File: src/rtl/alu_serial_frame_rx.sv
`default_nettype none
// ============================================================================
// Module  : alu_serial_frame_rx
// Brief   : Deserializes 10-bit din/enable_n words into ALU frames (args + cmd).
//           Optional macro ALU_RX_PARITY_CHECK_EN enables even-parity checking.
// Revision: 1.0 - initial release
// ============================================================================
module alu_serial_frame_rx #(
    parameter int MAX_ARGS = 10,
    localparam int CNT_W   = $clog2(MAX_ARGS + 1)
) (
    input  logic                  clk,
    input  logic                  rst_n,
    input  logic                  din,
    input  logic                  enable_n,
    input  logic                  frame_ready,
    output logic                  frame_valid,
    output logic [7:0]            frame_cmd,
    output logic [MAX_ARGS*8-1:0] frame_args,
    output logic [CNT_W-1:0]      frame_arg_cnt,
    output logic [3:0]            frame_err
);

    typedef enum logic [1:0] {
        S_IDLE  = 2'd0,
        S_SHIFT = 2'd1,
        S_WORD  = 2'd2
    } state_t;

    localparam logic [CNT_W-1:0] c_max_cnt = CNT_W'(MAX_ARGS);

    state_t                r_state;
    logic [9:0]            r_shift;
    logic [3:0]            r_bit_cnt;
    logic [MAX_ARGS*8-1:0] r_acc;
    logic [CNT_W-1:0]      r_acc_cnt;
    logic                  r_par_err;
    logic                  r_short_err;
    logic                  r_ovf_err;
    logic                  r_ovr_err;

    // r_shift[9] is b0 (type), [8:1] the payload MSB first, [0] the parity bit
    logic       w_is_cmd;
    logic [7:0] w_payload;
    logic       w_par_bad;
    logic       w_room;
    logic       w_load;

    assign w_is_cmd  = r_shift[9];
    assign w_payload = r_shift[8:1];
    assign w_room    = (r_acc_cnt < c_max_cnt);
    assign w_load    = !frame_valid || frame_ready;
`ifdef ALU_RX_PARITY_CHECK_EN
    assign w_par_bad = ^r_shift;
`else
    assign w_par_bad = 1'b0;
`endif

    always_ff @(posedge clk) begin
        if (!rst_n) begin
            r_state       <= S_IDLE;
            r_shift       <= '0;
            r_bit_cnt     <= '0;
            r_acc         <= '0;
            r_acc_cnt     <= '0;
            r_par_err     <= 1'b0;
            r_short_err   <= 1'b0;
            r_ovf_err     <= 1'b0;
            r_ovr_err     <= 1'b0;
            frame_valid   <= 1'b0;
            frame_cmd     <= '0;
            frame_args    <= '0;
            frame_arg_cnt <= '0;
            frame_err     <= '0;
        end else begin
            if (frame_valid && frame_ready)
                frame_valid <= 1'b0;

            case (r_state)
                S_IDLE: begin
                    if (!enable_n) begin
                        r_shift   <= {9'b0, din};
                        r_bit_cnt <= 4'd1;
                        r_state   <= S_SHIFT;
                    end
                end

                S_SHIFT: begin
                    if (!enable_n) begin
                        r_shift   <= {r_shift[8:0], din};
                        r_bit_cnt <= r_bit_cnt + 4'd1;
                        if (r_bit_cnt == 4'd9)
                            r_state <= S_WORD;
                    end else begin
                        r_short_err <= 1'b1;
                        r_state     <= S_IDLE;
                    end
                end

                S_WORD: begin
                    // A low enable_n here is already b0 of the next word
                    if (!enable_n) begin
                        r_shift   <= {9'b0, din};
                        r_bit_cnt <= 4'd1;
                        r_state   <= S_SHIFT;
                    end else begin
                        r_state   <= S_IDLE;
                    end

                    if (!w_is_cmd) begin
                        if (w_room) begin
                            for (int i = 0; i < MAX_ARGS; i++) begin
                                if (r_acc_cnt == CNT_W'(i))
                                    r_acc[i*8 +: 8] <= w_payload;
                            end
                            r_acc_cnt <= r_acc_cnt + 1'b1;
                        end else begin
                            r_ovf_err <= 1'b1;
                        end
                        if (w_par_bad)
                            r_par_err <= 1'b1;
                    end else if (w_load) begin
                        frame_valid   <= 1'b1;
                        frame_cmd     <= w_payload;
                        frame_args    <= r_acc;
                        frame_arg_cnt <= r_acc_cnt;
                        frame_err     <= {r_ovr_err, r_short_err, r_ovf_err,
                                          r_par_err | w_par_bad};
                        r_acc         <= '0;
                        r_acc_cnt     <= '0;
                        r_par_err     <= 1'b0;
                        r_short_err   <= 1'b0;
                        r_ovf_err     <= 1'b0;
                        r_ovr_err     <= 1'b0;
                    end else begin
                        // Output still occupied: drop this frame, flag it on the next one
                        r_acc         <= '0;
                        r_acc_cnt     <= '0;
                        r_par_err     <= 1'b0;
                        r_short_err   <= 1'b0;
                        r_ovf_err     <= 1'b0;
                        r_ovr_err     <= 1'b1;
                    end
                end

                default: r_state <= S_IDLE;
            endcase
        end
    end

endmodule
`default_nettype wire

File: config.mk
export PLATFORM = sky130hd
export DESIGN_NAME = alu_serial_frame_rx
export DESIGN_NICKNAME = d
export VERILOG_FILES = /design/src/rtl/alu_serial_frame_rx.sv
export SDC_FILE = /design/constraint.sdc
export NUM_CORES = 1
export LEC_CHECK = 0
export CAP_MARGIN = 20
export CORE_MARGIN = 3
export CORE_UTILIZATION = 46
export CTS_CLUSTER_DIAMETER = 40
export DETAILED_ROUTE_END_ITERATION = 12
export PLACE_DENSITY = 0.69
export SLEW_MARGIN = 40
export SYNTH_ARGS = -nofsm -noshare
export SYNTH_HDL_FRONTEND = slang
export SYNTH_SLANG_ARGS = --single-unit
File: constraint.sdc
create_clock -name clk -period 2.8 [get_ports clk]
set_input_delay 0.28 -clock clk [delete_from_list [all_inputs] [get_ports clk]]
set_output_delay 0.28 -clock clk [all_outputs]
set_load 0.1 [all_outputs]
==> metrics.md <==
| Metric | Value |
|---|---|
| Period utilization | `0.6782` |
| Post-Place Setup Slack | `0.7738 ns` |
| Slowest stage delay, CP | `0.55 ns` |
| Max frequency | `526.6 MHz` |
| Synth Cell Area | `7497 um2` |
| Hold Startpoint | `rst_n` |
| Worst setup SP type | `flop` |
| Clock transition at path regs | `0.07 ns` |
| Die Height | `133.7 um` |
| Commonest non-fill, non-tap cells in the layout | `nand2_1 (260), dfxtp_1 (199), buf_4 (104)` |
| Via count | `5607` |
| Hold-fix buffers, CTS | `0` |
| Final Hold Fails | `0` |
| Die area | `17870 um2` |
| Post-synth EDFFs | `0` |
| Initial antenna violation count | `0` |
| H-tree depth | `4` |
| Yosys cell types | `43` |
| Syn Inst Count | `807` |
| Setup crit end kind | `flop` |
| Hold Path Class | `in2reg` |
| Core box area | `15940 um2` |
| Number of DRC markers in iteration 0 | `433` |
| I/O Buffers | `100` |
| Status | `finished, final reports clean` |
| Seq/Total Area, Yosys | `0.5314` |
| R2R Path Start | `r_state[1]` |
| Setup repair bufs after CTS | `0` |
| Asr flop ratio synth | `0` |
| Worst Tran Pin Value | `0.6724 ns` |
| First-pass GRT wire length | `27.47 mm` |
| CTS tree | `yes` |
| Max cap viols | `0` |
| Rel. slew slack | `0.5517` |
| Mapped Nets | `818` |
| Largest net degree at the start of global routing | `100` |
| Setup CP Type | `reg2reg` |
| Unrepaired setup endpoints after global routing | `false` |
| Crit path from | `r_state[1]` |
| WL/cell | `14.87 um` |
| Antenna Nets Post-Route | `0` |
| Routed vias/inst | `5.107` |
| Pwr dens | `613.5 nW/um2` |
| Clk sink count | `199` |
| TNS Setup | `0 ns` |
| Flops & latches, synth | `199` |
| Root buffer cell | `clkbuf_16` |
| Leakage | `0.003519 uW` |
| CTS Buf Count | `17` |
| Drt drc | `0` |
| CP required | `3.12 ns` |
| Remaining Overflow, GRT | `0` |
| Most frequent CP cell | `buf_4` |
| CP Cell Sequence | `nor2b_1 -> buf_4 -> nand3_4 -> buf_4 -> nand2_1 -> a21boi_0` |
| Worst-Skew Late Latency | `0.44 ns` |
| Initial Util | `0.4703` |
| # setup viols final | `0` |
| Layout cells sized above 1 | `0.1723` |
| YS warnings | `0` |
| # rows | `46` |
| Clock Path Buffers | `2` |
| Slew Viols, Final | `0` |
| Tot GR Track Use | `0.1903` |
| Worst-path fanout max | `28` |
| Cts repair resizes | `0` |
| Nets | `880` |
| Clk_skew | `0.007964 ns` |
| Most used DFF post-synth | `dfxtp_1` |
| Most common cell after layout, fill and taps aside | `nand2_1` |
| Routability congestion estimate | `0.8216` |
| Slowest CP cell | `dfxtp_1` |
| 1st-pass router iterations | `4` |
| I/O pin total | `102` |
| Die W | `133.7 um` |
| Peak supply drop | `416.0 uV` |
| Final wirelength | `16.33 mm` |
| Avg Cell Area, Syn | `9.290 um2` |
| PnR worst setup slack | `0.9010 ns` |
| Vias in the first global route | `5182` |
| CP Data Arrival Time | `2.22 ns` |
| # diodes | `0` |
| Post-layout min period | `1.899 ns` |
| Post-DP HPWL | `10.51 mm` |
| Synth-to-Final Area Change | `19.03%` |
stage by stage:
step / power (uW) / utilization / hold slack [ns] / cells / cell area (um2)
after detailed placement: 3011 / 0.5210 / 0.4436 / 1066 / 8307
after floorplan: 2988 / - / 0.4276 / 807 / 7497
after global routing: 5643 / 0.5597 / 0.2808 / 1098 / 8924
final: 5474 / 0.5597 / 0.2699 / 1098 / 8924
after CTS: 5525 / 0.5595 / 0.2600 / 1098 / 8920
after global placement: 3011 / 0.5210 / 0.4419 / 1066 / 8307
layer usage:
layer / routed length [um] / GRT usage
met3: 886 / 0.04192
met4: 201 / 0.06229
met5: 0 / 0
met2: 7373 / 0.2853
met1: 7864 / 0.2737
final cells by class:
| cell class | count | area (um2) |
|---|---|---|
| multi-input cells | 536 | 3192 |
| clock inverters | 15 | 187.7 |
| repair buffers | 109 | 842.1 |
| flip-flops and latches | 199 | 3984 |
| well taps | 216 | 270.3 |
| clock buffers | 17 | 425.4 |
| fillers | 1458 | 7019 |
| inverters | 6 | 22.52 |
critical path: cells and delay by family (launching register included):
kind / cells / cell delay, ns
buffers and inverters: 2 / 0.55
AO/OA/AOI/OAI: 1 / 0.07
flip-flops: 1 / 0.55
AND/OR/NAND/NOR: 3 / 0.60
Yosys cell counts, types with 4 or more instances:
library cell	number	area share
nor2_1	9	0.0045
buf_2	21	0.014
mux2i_1	41	0.055
a21boi_1	40	0.040
a32o_1	32	0.043
a22oi_1	9	0.0090
nand2_1	260	0.13
nand2b_1	4	0.0033
clkbuf_1	35	0.018
inv_1	6	0.0030
o22ai_1	8	0.0067
ha_1	6	0.010
dfxtp_1	199	0.53
nor2_4	4	0.0060
a21oi_1	4	0.0027
a21boi_0	57	0.057
buf_4	9	0.0090
o21ai_2	5	0.0058
and2_1	8	0.0067
o21ai_0	6	0.0040
nor2b_1	14	0.012
state kept, by name, summed over array words and instances, names as in the netlist:
| name | cells |
|---|---|
| r_state | 2 |
| frame_arg_cnt | 4 |
| r_bit_cnt | 4 |
| frame_args | 80 |
| r_acc_cnt | 4 |
| frame_err | 3 |
| r_ovf_err | 1 |
| frame_valid | 1 |
| r_ovr_err | 1 |
| frame_cmd | 8 |
| r_shift | 10 |
| r_short_err | 1 |
| r_acc | 80 |
final timing paths:
| check | to | slack, ns | depth (start not counted) |
|---|---|---|---|
| max | frame_args[25] | 0.90 | 6 |
| min | frame_args[46] | 0.27 | 2 |
| max reg2reg | frame_args[25] | 0.90 | 6 |
| min reg2reg | frame_args[32] | 0.45 | 2 |
cell families after synthesis:
group	Yosys count	synth area share
buffers and inverters	72	0.04506
AO/OA/AOI/OAI	171	0.1781
AND/OR/NAND/NOR	315	0.1779
XOR/XNOR	2	0.002337
other	1	0.0005002
flip-flops	199	0.5314
multiplexers	41	0.05474
adder cells (fa/ha/maj)	6	0.01001
report_power, final:
part           switching, uW  total (uW)  internal, uW
clock network           1100        2530          1430
logic                   67.3         106          38.4
registers               6.15        2840          2830
total                   1180        5470          4300
Note: power is estimated with default switching activity, not from simulation.
